[src/rtl/frame_stack_pkg.sv]
// Shared constants, operation encoding and frame helpers for the frame stack.
// Latency: none (declarations only).
// Backpressure: none; full/empty reported by the stack itself.
package frame_stack_pkg;

    // Default geometry: 16-bit words, 8 frames, return address plus one saved register.
    localparam int DEF_WIDTH    = 16;
    localparam int DEF_DEPTH    = 8;
    localparam int DEF_CHANNELS = 2;

    // Width of the frame counter for the default depth (must hold 0..DEPTH inclusive).
    localparam int DEF_CNT_W = $clog2(DEF_DEPTH + 1);

    // Upper bounds for the generic word extractor below.
    localparam int MAX_FRAME_W = 256;
    localparam int MAX_WORD_W  = 64;

    // Decoded per-cycle action of the stack.
    typedef enum logic [2:0] {
        OP_HOLD    = 3'd0,
        OP_PUSH    = 3'd1,
        OP_POP     = 3'd2,
        OP_REPLACE = 3'd3,
        OP_OVF     = 3'd4,
        OP_UNF     = 3'd5
    } stack_op_e;

    // Returns word k (w bits wide) of a frame; word 0 is the return address.
    function automatic logic [MAX_WORD_W-1:0] frame_word(
        input logic [MAX_FRAME_W-1:0] frame,
        input int unsigned            k,
        input int unsigned            w
    );
        logic [MAX_FRAME_W-1:0] shifted;
        logic [MAX_WORD_W-1:0]  mask;
        shifted = frame >> (k * w);
        mask    = (w >= MAX_WORD_W) ? {MAX_WORD_W{1'b1}}
                                    : ((MAX_WORD_W'(1) << w) - MAX_WORD_W'(1));
        return shifted[MAX_WORD_W-1:0] & mask;
    endfunction

endpackage

[src/rtl/frame_stack_mem.sv]
// DEPTH x FW register array: one synchronous write port, one asynchronous read port.
// Latency: write visible on rdata_o the cycle after the edge; read is combinational.
// Backpressure: none; the caller decides when writes are legal.
module frame_stack_mem #(
    parameter int FW    = 32,
    parameter int DEPTH = 8,
    parameter int AW    = 3
) (
    input  logic          clk,
    input  logic          wen_i,
    input  logic [AW-1:0] waddr_i,
    input  logic [FW-1:0] wdata_i,
    input  logic [AW-1:0] raddr_i,
    output logic [FW-1:0] rdata_o
);

    // Frame storage is deliberately left unreset: it is never visible while the stack is empty.
    logic [FW-1:0] mem_q [DEPTH];

    // Single write port; the stack control guarantees the address is in range.
    always_ff @(posedge clk) begin
        if (wen_i) begin
            mem_q[waddr_i] <= wdata_i;
        end
    end

    assign rdata_o = mem_q[raddr_i];

endmodule

[src/rtl/frame_stack.sv]
// DEPTH-deep save/restore stack of CHANNELS-word frames with sticky overflow/underflow.
// Latency: push/pop/replace take effect at the next edge; frameOut is combinational from the top.
// Backpressure: refused pushes (full) and pops (empty) are dropped and flagged, never stalled.
module frame_stack
    import frame_stack_pkg::*;
#(
    parameter int WIDTH    = DEF_WIDTH,
    parameter int DEPTH    = DEF_DEPTH,
    parameter int CHANNELS = DEF_CHANNELS
) (
    input  logic                         clk,
    input  logic                         Reset,
    input  logic                         backup,
    input  logic                         restore,
    input  logic                         clearErr,
    input  logic [CHANNELS*WIDTH-1:0]    frameIn,
    output logic [CHANNELS*WIDTH-1:0]    frameOut,
    output logic [$clog2(DEPTH+1)-1:0]   count,
    output logic                         full,
    output logic                         empty,
    output logic                         overflow,
    output logic                         underflow
);

    localparam int FW = CHANNELS * WIDTH;
    localparam int CW = $clog2(DEPTH + 1);
    localparam int AW = (DEPTH > 1) ? $clog2(DEPTH) : 1;

    localparam logic [CW-1:0] DEPTH_C = CW'(DEPTH);

    logic [CW-1:0] count_q, count_d;
    logic          ovf_q, ovf_d;
    logic          unf_q, unf_d;

    logic          is_full;
    logic          is_empty;
    logic [AW-1:0] top_idx;
    logic [AW-1:0] waddr;
    logic          wen;
    logic [FW-1:0] rdata;
    stack_op_e     op;

    // Status is derived only from the count register so it cannot glitch with inputs.
    assign is_full  = (count_q == DEPTH_C);
    assign is_empty = (count_q == '0);

    // The count is the write pointer; the top sits one below it. At count==DEPTH the
    // low bits wrap to zero and the subtraction still lands on DEPTH-1.
    assign top_idx = count_q[AW-1:0] - AW'(1);

    // Decode backup/restore against the current fill level into one action.
    always_comb begin
        op = OP_HOLD;
        case ({backup, restore})
            2'b10:   op = is_full  ? OP_OVF  : OP_PUSH;
            2'b01:   op = is_empty ? OP_UNF  : OP_POP;
            2'b11:   op = is_empty ? OP_PUSH : OP_REPLACE;
            default: op = OP_HOLD;
        endcase
    end

    // Next count, storage write and sticky flags; a fresh error beats a simultaneous clear.
    always_comb begin
        count_d = count_q;
        wen     = 1'b0;
        waddr   = count_q[AW-1:0];
        ovf_d   = ovf_q & ~clearErr;
        unf_d   = unf_q & ~clearErr;
        case (op)
            OP_PUSH: begin
                wen     = 1'b1;
                count_d = count_q + CW'(1);
            end
            OP_REPLACE: begin
                wen   = 1'b1;
                waddr = top_idx;
            end
            OP_POP: begin
                count_d = count_q - CW'(1);
            end
            OP_OVF: begin
                ovf_d = 1'b1;
            end
            OP_UNF: begin
                unf_d = 1'b1;
            end
            default: begin
            end
        endcase
    end

    // Count and flags; asynchronous reset empties the stack immediately.
    always_ff @(posedge clk or negedge Reset) begin
        if (!Reset) begin
            count_q <= '0;
            ovf_q   <= 1'b0;
            unf_q   <= 1'b0;
        end else begin
            count_q <= count_d;
            ovf_q   <= ovf_d;
            unf_q   <= unf_d;
        end
    end

    frame_stack_mem #(
        .FW    (FW),
        .DEPTH (DEPTH),
        .AW    (AW)
    ) u_mem (
        .clk     (clk),
        .wen_i   (wen),
        .waddr_i (waddr),
        .wdata_i (frameIn),
        .raddr_i (top_idx),
        .rdata_o (rdata)
    );

    // Stale storage must never leak out while empty.
    assign frameOut  = is_empty ? '0 : rdata;
    assign count     = count_q;
    assign full      = is_full;
    assign empty     = is_empty;
    assign overflow  = ovf_q;
    assign underflow = unf_q;

endmodule

[config.mk]
export PLATFORM = sky130hd
export DESIGN_NAME = frame_stack
export DESIGN_NICKNAME = d
export VERILOG_FILES = /design/src/rtl/frame_stack_pkg.sv /design/src/rtl/frame_stack_mem.sv /design/src/rtl/frame_stack.sv
export SDC_FILE = /design/constraint.sdc
export NUM_CORES = 1
export LEC_CHECK = 0
export CAP_MARGIN = 20
export CORE_MARGIN = 5
export CORE_UTILIZATION = 63
export DETAILED_ROUTE_END_ITERATION = 12
export PLACE_DENSITY = 0.85
export SLEW_MARGIN = 15
export SYNTH_ARGS = -nofsm -noshare
export SYNTH_HDL_FRONTEND = slang
export SYNTH_SLANG_ARGS = --single-unit
[constraint.sdc]
create_clock -name clk -period 6.33 [get_ports clk]
set_clock_uncertainty 0.2 [all_clocks]
set_input_delay 1.5825 -clock clk [delete_from_list [all_inputs] [get_ports clk]]
set_output_delay 1.5825 -clock clk [all_outputs]
set_load 0.01 [all_outputs]
Word level (Yosys, flattened, before mapping):

Memories as Yosys holds them, arrays and structs flattened.
Cells that the tools add are included.

* input port bits: 37
* output and inout port bits: 40
* memories: 1
* bits in writable memories: 256
* register bits: 6
* logic and storage cells: 34

* add/subtract/negate cells: 3
* reduce and logical (&&, ||, !) cells: 3
* equal/unequal tests: 9
* muxes and demuxes: 12
* bitwise gates (word level): 3

Memory list
* u_mem.mem_q: words 8, bits a word 32, rd ports 1, clocked after Yosys merged registers in 0, write ports 1, line frame_stack_mem.sv:18 `logic [FW-1:0] mem_q [DEPTH];`

Operator list (number)
* $mux 32: 1
* $mux 3: 3
* $pmux 3 s3: 1
* $pmux 4 s2: 1
* $eq 3x2->1 const B: 2
* $eq 3x3->1 const B: 2
* $mux 1: 5
* $add 4x1->4 const B: 1
* $eq 2x2->1 const B: 2
* $eq 4x4->1 const B: 1
* $logic_not 4->1: 1
* $sub 4x1->4 const B: 1
* $eq 3x1->1 const B: 1
* $sub 3x1->3 const B: 1
* $and 1x1->1: 2
* $eq 2x1->1 const B: 1
* $mux 2: 1
* $reduce_bool 2->1: 1
* $reduce_or 2->1: 1
* $not 1->1: 1

Longest topological paths before layout:

Gate-level depths: netlist of the first run.

* depth in word-level cells: 8
* depth in mapped cells: 11
* depth with buffers taken out: 10

By module:

Synthesis of the first run repeated with hierarchy kept, for this count alone.

* cell total of the unflattened synthesis: 477
* area total of the unflattened synthesis: 10523.8 µm²

By module, submodules not included
* frame_stack_mem: cells each 383, area an instance 9825.7 µm², sequential area each 7687.4 µm², instances 1
* frame_stack: cells each 94, area an instance 698.2 µm², sequential area each 150.1 µm², instances 1

Least setup slack after synthesis of the first run:

OpenSTA, ideal clock, no wires.

* path type: in2reg
* start point: input backup
* end point: memory u_mem.mem_q[2][0], enable pin
* arrival: 3.471 ns
* stages on the path: 4
* library setup time: 0.421 ns
* data required time: 5.709 ns
* path buffers: 1
* path slack: 2.238 ns
* path through: buf_2 -> and3_4 -> a21o_1 -> nor2_1

* longest elaborated chain between the ends: 7
* elaborated cells on any way between the ends: 11
* classes of those cells: eq/ne: 5; mux: 5; reduce/logical: 1

RTL lines
* start: declaration: line frame_stack.sv:13 `input logic backup,`
* $eq 2x2->1 or $eq 2x1->1 (tied branches): line frame_stack.sv:54 `case ({backup, restore})`
* $pmux 3 s3 (*): line frame_stack.sv:54
* $eq 3x2->1 or $eq 3x1->1 (tied branches): line frame_stack.sv:69 `case (op)`
* $reduce_or 2->1 (no source line)
* $mux 1: line frame_stack.sv:69
* $mux 1: line frame_stack_mem.sv:22 `if (wen_i) begin`
* $mux 1 (implied by the code): line frame_stack_mem.sv:23 `mem_q[waddr_i] <= wdata_i;`
* end: declaration: line frame_stack_mem.sv:18

Every way passes the cells marked *; elsewhere a longest branch is shown, timed or not.

Worst setup path in the final report of the first run:

* start point: register count_q[0], in the netlist count[0]
* end point: output frameOut[19]

* longest elaborated chain between the ends: 3
* elaborated cells on any way between the ends: 4
* classes of those cells: add/sub: 1; mux: 1; reduce/logical: 1; memory: 1

RTL lines
* start: declaration: line frame_stack.sv:31 `logic [CW-1:0] count_q, count_d;`
* start signal: assignment: line frame_stack.sv:99 `count_q <= count_d;`
* $sub 3x1->3: line frame_stack.sv:49 `assign top_idx = count_q[AW-1:0] - AW'(1);`
* $mem_v2 8x32
* $mux 32 (*): line frame_stack.sv:119 `assign frameOut = is_empty ? '0 : rdata;`
* end: declaration: line frame_stack.sv:17 `output logic [CHANNELS*WIDTH-1:0] frameOut,`

Marked as above.

==> results of run 1 <==
cell families after synthesis:
family          count (synthesis)  synth area share [%]
simple gates                   66                  3.28
buf+inv                        42                  2.07
mux                           129                  13.9
compound gates                 81                  4.99
xor+xnor                        7                 0.586
flops                         262                  74.9
fa+ha+maj                       2                 0.239
through the flow:
| step | utilization, % | total power, mW | hold slack [ns] | cells |
|---|---|---|---|---|
| 4_1_cts | 74.9 | 7.11 | 0.297 | 913 |
| 3_5_place_dp | 70.2 | 5.69 | 0.284 | 869 |
| 3_3_place_gp | 70.2 | 5.58 | 0.275 | 869 |
| 5_1_grt | 74.9 | 7.39 | 0.331 | 913 |
| 2_1_floorplan | - | 4.39 | 0.322 | 589 |
| 6_report | 74.9 | 7.08 | 0.294 | 913 |
layout make-up:
cell class                 instances  area share (%)
clock buffer                      33            5.34
clock inverter                    11           0.886
inverter                           7           0.214
multi-input combinational        285            20.2
sequential                       262            63.8
tap                              220            2.24
timing repair buffer              95            7.35
critical path: stages (launching register included):
cell             delay (ns)
dfrtp_1                0.56
clkinv_1               0.34
ha_4                   1.02
buf_4                  0.49
mux2_2                 0.23
o22ai_1                0.08
nor3_1                 0.31
clkdlybuf4s50_1        0.63
state kept, by name, indices dropped and copies added, names as in the netlist:
name and count:
overflow 1, underflow 1, u_mem.mem_q 256, count 4
cell usage after synthesis (3+ instances only):
cell type / instances
xnor2_1: 5
o21ai_0: 4
nor2_1: 10
nand2_1: 7
edfxtp_1: 256
dfrtp_1: 6
nor3_1: 35
mux2_2: 129
inv_1: 5
o22ai_1: 65
and3_1: 3
buf_2: 29
buf_4: 4
worst max path at each step:
| stage | cells past startpoint | end | start | slack, ns |
|---|---|---|---|---|
| 2_1_floorplan | 4 | u_mem.mem_q[2][0]$_DFFE_PP_ | backup | 2.24 |
| 3_3_place_gp | 7 | frameOut[19] | count[0]$_DFFE_PN0P_ | 1.07 |
| 3_5_place_dp | 7 | frameOut[19] | count[0]$_DFFE_PN0P_ | 0.94 |
| 4_1_cts | 7 | frameOut[19] | count[0]$_DFFE_PN0P_ | 0.31 |
| 5_1_grt | 7 | frameOut[19] | count[0]$_DFFE_PN0P_ | 0.05 |
| 6_report | 7 | frameOut[19] | count[0]$_DFFE_PN0P_ | 0.28 |
metal layers:
layer  share of wire [%]  GRT usage [%]  vias up
li1                    -              -     2531
met1                  39           28.8     2923
met2                  52           38.7      250
met3                 7.0           3.24       48
met4                 2.1           5.92        0
met5                   0              0        -
power breakdown:
group          internal [mW]  switching (mW)
Combinational           1.64            1.73
Clock                  0.809           0.587
Sequential              2.22          0.0940
Total                   4.67            2.41
==> impl_metrics.json, run 1 <==
{
  "status": "finished, final reports clean",
  "syn_nets": 628,
  "register_area_um2": 7840,
  "core_area_um2": 16400,
  "drtPass1Iterations": 5,
  "fmaxAchievable_mhz": 165,
  "end_kind": "output pin",
  "area_growth_pct": 17.5,
  "layout_common_cells": "256 x edfxtp_1, 129 x mux2_2, 76 x clkdlybuf4s50_1",
  "num_vias": 5752,
  "synth_top_area_share_pct": 73.5,
  "ys.flop_type": "edfxtp_1",
  "period_needed_ns": 6.05,
  "avgRoutedWirePerCell_um": 23.7,
  "start_kind": "flip-flop",
  "die-area_um2": 19300,
  "grt_use_total_pct": 21.9,
  "ioPinCount": 77,
  "die_x_um": 139,
  "pre_cts_ws_ns": 0.937,
  "power_density_nw_per_um2": 576,
  "grt_pass1_vias": 5892,
  "grt.overflow.total": 0,
  "p_leak_nw": 3.97,
  "r2r-start": "count[0]$_DFFE_PN0P_",
  "via_per_inst": 6.30,
  "grt_pass1_wl_um": 33200,
  "cts.clk_slew.worst_paths_ns": 0.06,
  "die_h_um": 139,
  "fill_cells": 887,
  "nets": 715,
  "synth-seq-area-share_pct": 74.9,
  "hold_path_startpoint": "underflow$_DFF_PN0_",
  "place_hpwl_um": 12400,
  "multi_input_area_um2": 2480,
  "synth_area_leader_cell": "edfxtp_1",
  "ys_types": 39,
  "row_count": 47,
  "port_buffers": 76,
  "num_antenna_cells": 0,
  "slew_headroom_pct": 31.9,
  "irDropWorstVdd_uv": 446,
  "maxCapViolations": 0,
  "reg2reg_slack_ns": 1.98,
  "rsz0062_at_grt": "no",
  "cts_resized": 0,
  "drt_iter0_drc": 514,
  "place_area_um2": 11500,
  "ys_ff_latch": 262,
  "final_common_cell": "edfxtp_1",
  "synth_warnings": 0,
  "totalWireLength_um": 21600,
  "crit_type": "reg2out",
  "synth-edff-count": 256,
  "netlist_instances": 589,
  "post-cts-setup-buffer-count": 0,
  "tns_ns": 0,
  "arrival_ns": 4.27,
  "cts_tree": "yes",
  "route.detailed.drc": 0,
  "cts_buffers": 25,
  "cts.sinks": 262,
  "clockRootBuffer": "clkbuf_16",
  "worstPathRequired_ns": 4.55,
  "synth-async-reset-ratio_pct": 2.29,
  "syn_area_um2": 10500,
  "synth.avg_cell_area_um2": 17.8,
  "whs_path_depth": 1,
  "final_area_um2": 12300,
  "setup_ws_ns": 0.282,
  "regToRegEndpoint": "u_mem.mem_q[1][11]$_DFFE_PP_",
  "hp-class": "reg2reg",
  "synthTopCellsByArea": "edfxtp_1 74%, mux2_2 14%, o22ai_1 3.9%",
  "ant_nets": 0,
  "postCtsHoldBufs": 0,
  "finalSetupViolCount": 0,
  "report.final.slew_viol_count": 0,
  "r2r_cells": 6,
  "finalCritPeriodShare_pct": 95.5,
  "grt_start_max_net_pins": 79,
  "hold_viol_final": 0,
  "min_to": "underflow$_DFF_PN0_",
  "htree_levels": 1,
  "cts_buffer_depth": 3,
  "place.gp.congestion": 0.779,
  "crit_path_max_fanout": 78,
  "drive_gt1_share_pct": 28.1,
  "insertion_delay_ns": 0.50,
  "start_util_pct": 63.7,
  "worst_pin_slew_ns": 1.02,
  "antenna_found_initial": 0
}
Power figures use the tool's default switching activity.
==> run 2, diff against run 1 <==
--- a/config.mk
+++ b/config.mk
@@ -6,11 +6,12 @@
 export NUM_CORES = 1
 export LEC_CHECK = 0
 export CAP_MARGIN = 20
+export CELL_PAD_IN_SITES_DETAIL_PLACEMENT = 2
+export CELL_PAD_IN_SITES_GLOBAL_PLACEMENT = 2
 export CORE_MARGIN = 5
-export CORE_UTILIZATION = 63
+export CORE_UTILIZATION = 47
 export DETAILED_ROUTE_END_ITERATION = 12
-export PLACE_DENSITY = 0.85
-export SLEW_MARGIN = 15
+export PLACE_DENSITY = 0.84
 export SYNTH_ARGS = -nofsm -noshare
 export SYNTH_HDL_FRONTEND = slang
 export SYNTH_SLANG_ARGS = --single-unit
==> run 2 against run 1 <==
Effect of this change:
- die area up 31%
- non-clock buffer count grew 1
- worst hold slack better by 0.0059 ns
- first-iteration DRC count shrank 7.4%
- cell area rose by 2.0%
- fmax increased by 2.1%
- critical endpoint is now frameOut[3]
- largest cell class unchanged
- highest routed layer unchanged
==> impl_metrics.json, run 2 (synthesis gave the netlist of run 1 again) <==
{
  "row_count": 54,
  "register_area_um2": 7840,
  "drtPass1Iterations": 5,
  "via_per_inst": 6.22,
  "insertion_delay_ns": 0.55,
  "grt.overflow.total": 0,
  "area_growth_pct": 19.8,
  "finalSetupViolCount": 0,
  "postCtsHoldBufs": 0,
  "clockPowerShare_pct": 21.8,
  "period_needed_ns": 5.92,
  "maxCapViolations": 0,
  "fill_cells": 1888,
  "start_util_pct": 47.8,
  "grt_start_max_net_pins": 57,
  "arrival_ns": 4.14,
  "ant_nets": 0,
  "worstPathRequired_ns": 4.55,
  "grt_pass1_wl_um": 47100,
  "power_density_nw_per_um2": 610,
  "place.gp.congestion": 0.754,
  "end_kind": "output pin",
  "route.detailed.drc": 0,
  "cts_resized": 0,
  "report.final.slew_viol_count": 0,
  "r2r_cells": 7,
  "critPathMaxStageDelay_ns": 0.75,
  "hold_viol_final": 0,
  "tns_ns": 0,
  "ioPinCount": 77,
  "nets": 719,
  "path_cells": "clkinv_1 -> ha_4 -> buf_16 -> buf_4 -> mux2_2 -> o22ai_1 -> nor3_1 -> clkdlybuf4s50_1",
  "num_antenna_cells": 0,
  "seq_power_share_pct": 30.7,
  "drive_gt1_share_pct": 28.7,
  "totalWireLength_um": 31900,
  "fmaxAchievable_mhz": 169,
  "clockRootBuffer": "clkbuf_16",
  "grt_use_total_pct": 24.6,
  "crit_cells": 8,
  "crit_path_max_fanout": 56,
  "cts_buffer_depth": 3,
  "start_kind": "flip-flop",
  "port_buffers": 76,
  "antenna_found_initial": 0,
  "num_vias": 6091,
  "cts_buffers": 28,
  "finalCritPeriodShare_pct": 93.5,
  "drt_iter0_drc": 476,
  "status": "finished, final reports clean",
  "die-area_um2": 25300,
  "cts_tree": "yes",
  "irDropWorstVdd_uv": 428,
  "core_area_um2": 21900,
  "hp-class": "reg2reg",
  "utilization_pct": 57.2,
  "post-cts-setup-buffer-count": 0,
  "power_mw": 7.65,
  "p_int_mw": 4.86,
  "grt_pass1_vias": 6948,
  "combinationalPowerShare_pct": 47.5,
  "place_hpwl_um": 17600,
  "cts.clk_slew.worst_paths_ns": 0.07,
  "final_common_cell": "edfxtp_1",
  "slew_headroom_pct": 28.9,
  "largest_reg_flops": 256,
  "critical-path-top-delay-family": "buffers and inverters",
  "multi_input_area_um2": 2480,
  "htree_levels": 1,
  "crit_buf_inv": 4,
  "rsz0062_at_grt": "no",
  "largest-register": "u_mem.mem_q",
  "die_h_um": 159,
  "cpMaxStageDelayCell": "ha_4",
  "layout_common_cells": "256 x edfxtp_1, 129 x mux2_2, 76 x clkdlybuf4s50_1",
  "avgRoutedWirePerCell_um": 32.5,
  "whs_path_depth": 1,
  "p_sw_share_pct": 36.4,
  "worst_pin_slew_ns": 1.06,
  "crit_type": "reg2out",
  "cts.sinks": 262,
  "die_x_um": 159,
  "p_sw_mw": 2.78,
  "p_leak_nw": 4.07
}
[run 2: cell types whose count changed in the layout (fill, tap and decap cells not counted), sizes merged]
cell	before	now
bufinv	2	4
clkinvlp	3	0
clkinv	8	17
buf	19	20
clkbuf	33	31
[run 2: power groups by stage]
stage / clock network, mW / registers [mW] / logic (mW)
2_1_floorplan: 0 / 2.31 / 2.08
3_3_place_gp: 0 / 2.33 / 3.36
3_5_place_dp: 0 / 2.37 / 3.56
4_1_cts: 1.70 / 2.35 / 3.66
5_1_grt: 1.78 / 2.36 / 3.82
6_report: 1.67 / 2.35 / 3.63
[run 2: worst paths after layout]
check                                              endpoint                 start  slack (ns)
worst min-delay path                    underflow$_DFF_PN0_   underflow$_DFF_PN0_        0.30
min in group asynchronous              count[1]$_DFFE_PN0P_                 Reset        1.09
max in group asynchronous                overflow$_DFF_PN0_                 Reset        4.59
worst max register to register  u_mem.mem_q[6][0]$_DFFE_PP_  count[0]$_DFFE_PN0P_        2.29
worst max-delay path                            frameOut[3]  count[0]$_DFFE_PN0P_        0.41
worst min register to register          underflow$_DFF_PN0_   underflow$_DFF_PN0_        0.30
[run 2: cell type report]
class / instances / area share [%]
Inverter: 7 / 0.210
Timing Repair Buffer: 96 / 7.43
Clock buffer: 31 / 5.68
Tap cell: 280 / 2.80
Clock inverter: 19 / 1.56
Multi-Input combinational cell: 285 / 19.8
Sequential cell: 262 / 62.6
[run 2: layer usage]
| layer | share of wire, % | up-vias | routed length, um | global-route usage (%) |
|---|---|---|---|---|
| met5 | 0 | - | 0 | 0 |
| met4 | 2.7 | 0 | 855 | 7.95 |
| met3 | 5.5 | 59 | 1750 | 3.44 |
| met2 | 52 | 254 | 16700 | 43.6 |
| met1 | 39 | 3238 | 12600 | 31.5 |
| li1 | - | 2540 | - | - |
[run 2: worst register-to-register path: cells and delay by family, from the launching register on]
| kind | cells | cell delay, ns |
|---|---|---|
| and+or+nand+nor | 2 | 0.95 |
| buffers and inverters | 2 | 0.90 |
| AOI/OAI and AO/OA | 2 | 0.70 |
| DFF | 1 | 0.60 |
| adders and majority gates | 1 | 0.34 |
[run 2: per-stage QoR]
stage / setup WS, ns / cell area [um2] / hold WS (ns) / cells
after detailed placement: 1.02 / 11600 / 0.282 / 930
after global placement: 1.06 / 11600 / 0.273 / 929
after global routing: 0.242 / 12500 / 0.318 / 980
after CTS: 0.408 / 12500 / 0.301 / 980
after floorplan: 2.24 / 10500 / 0.322 / 589
final: 0.409 / 12500 / 0.300 / 980
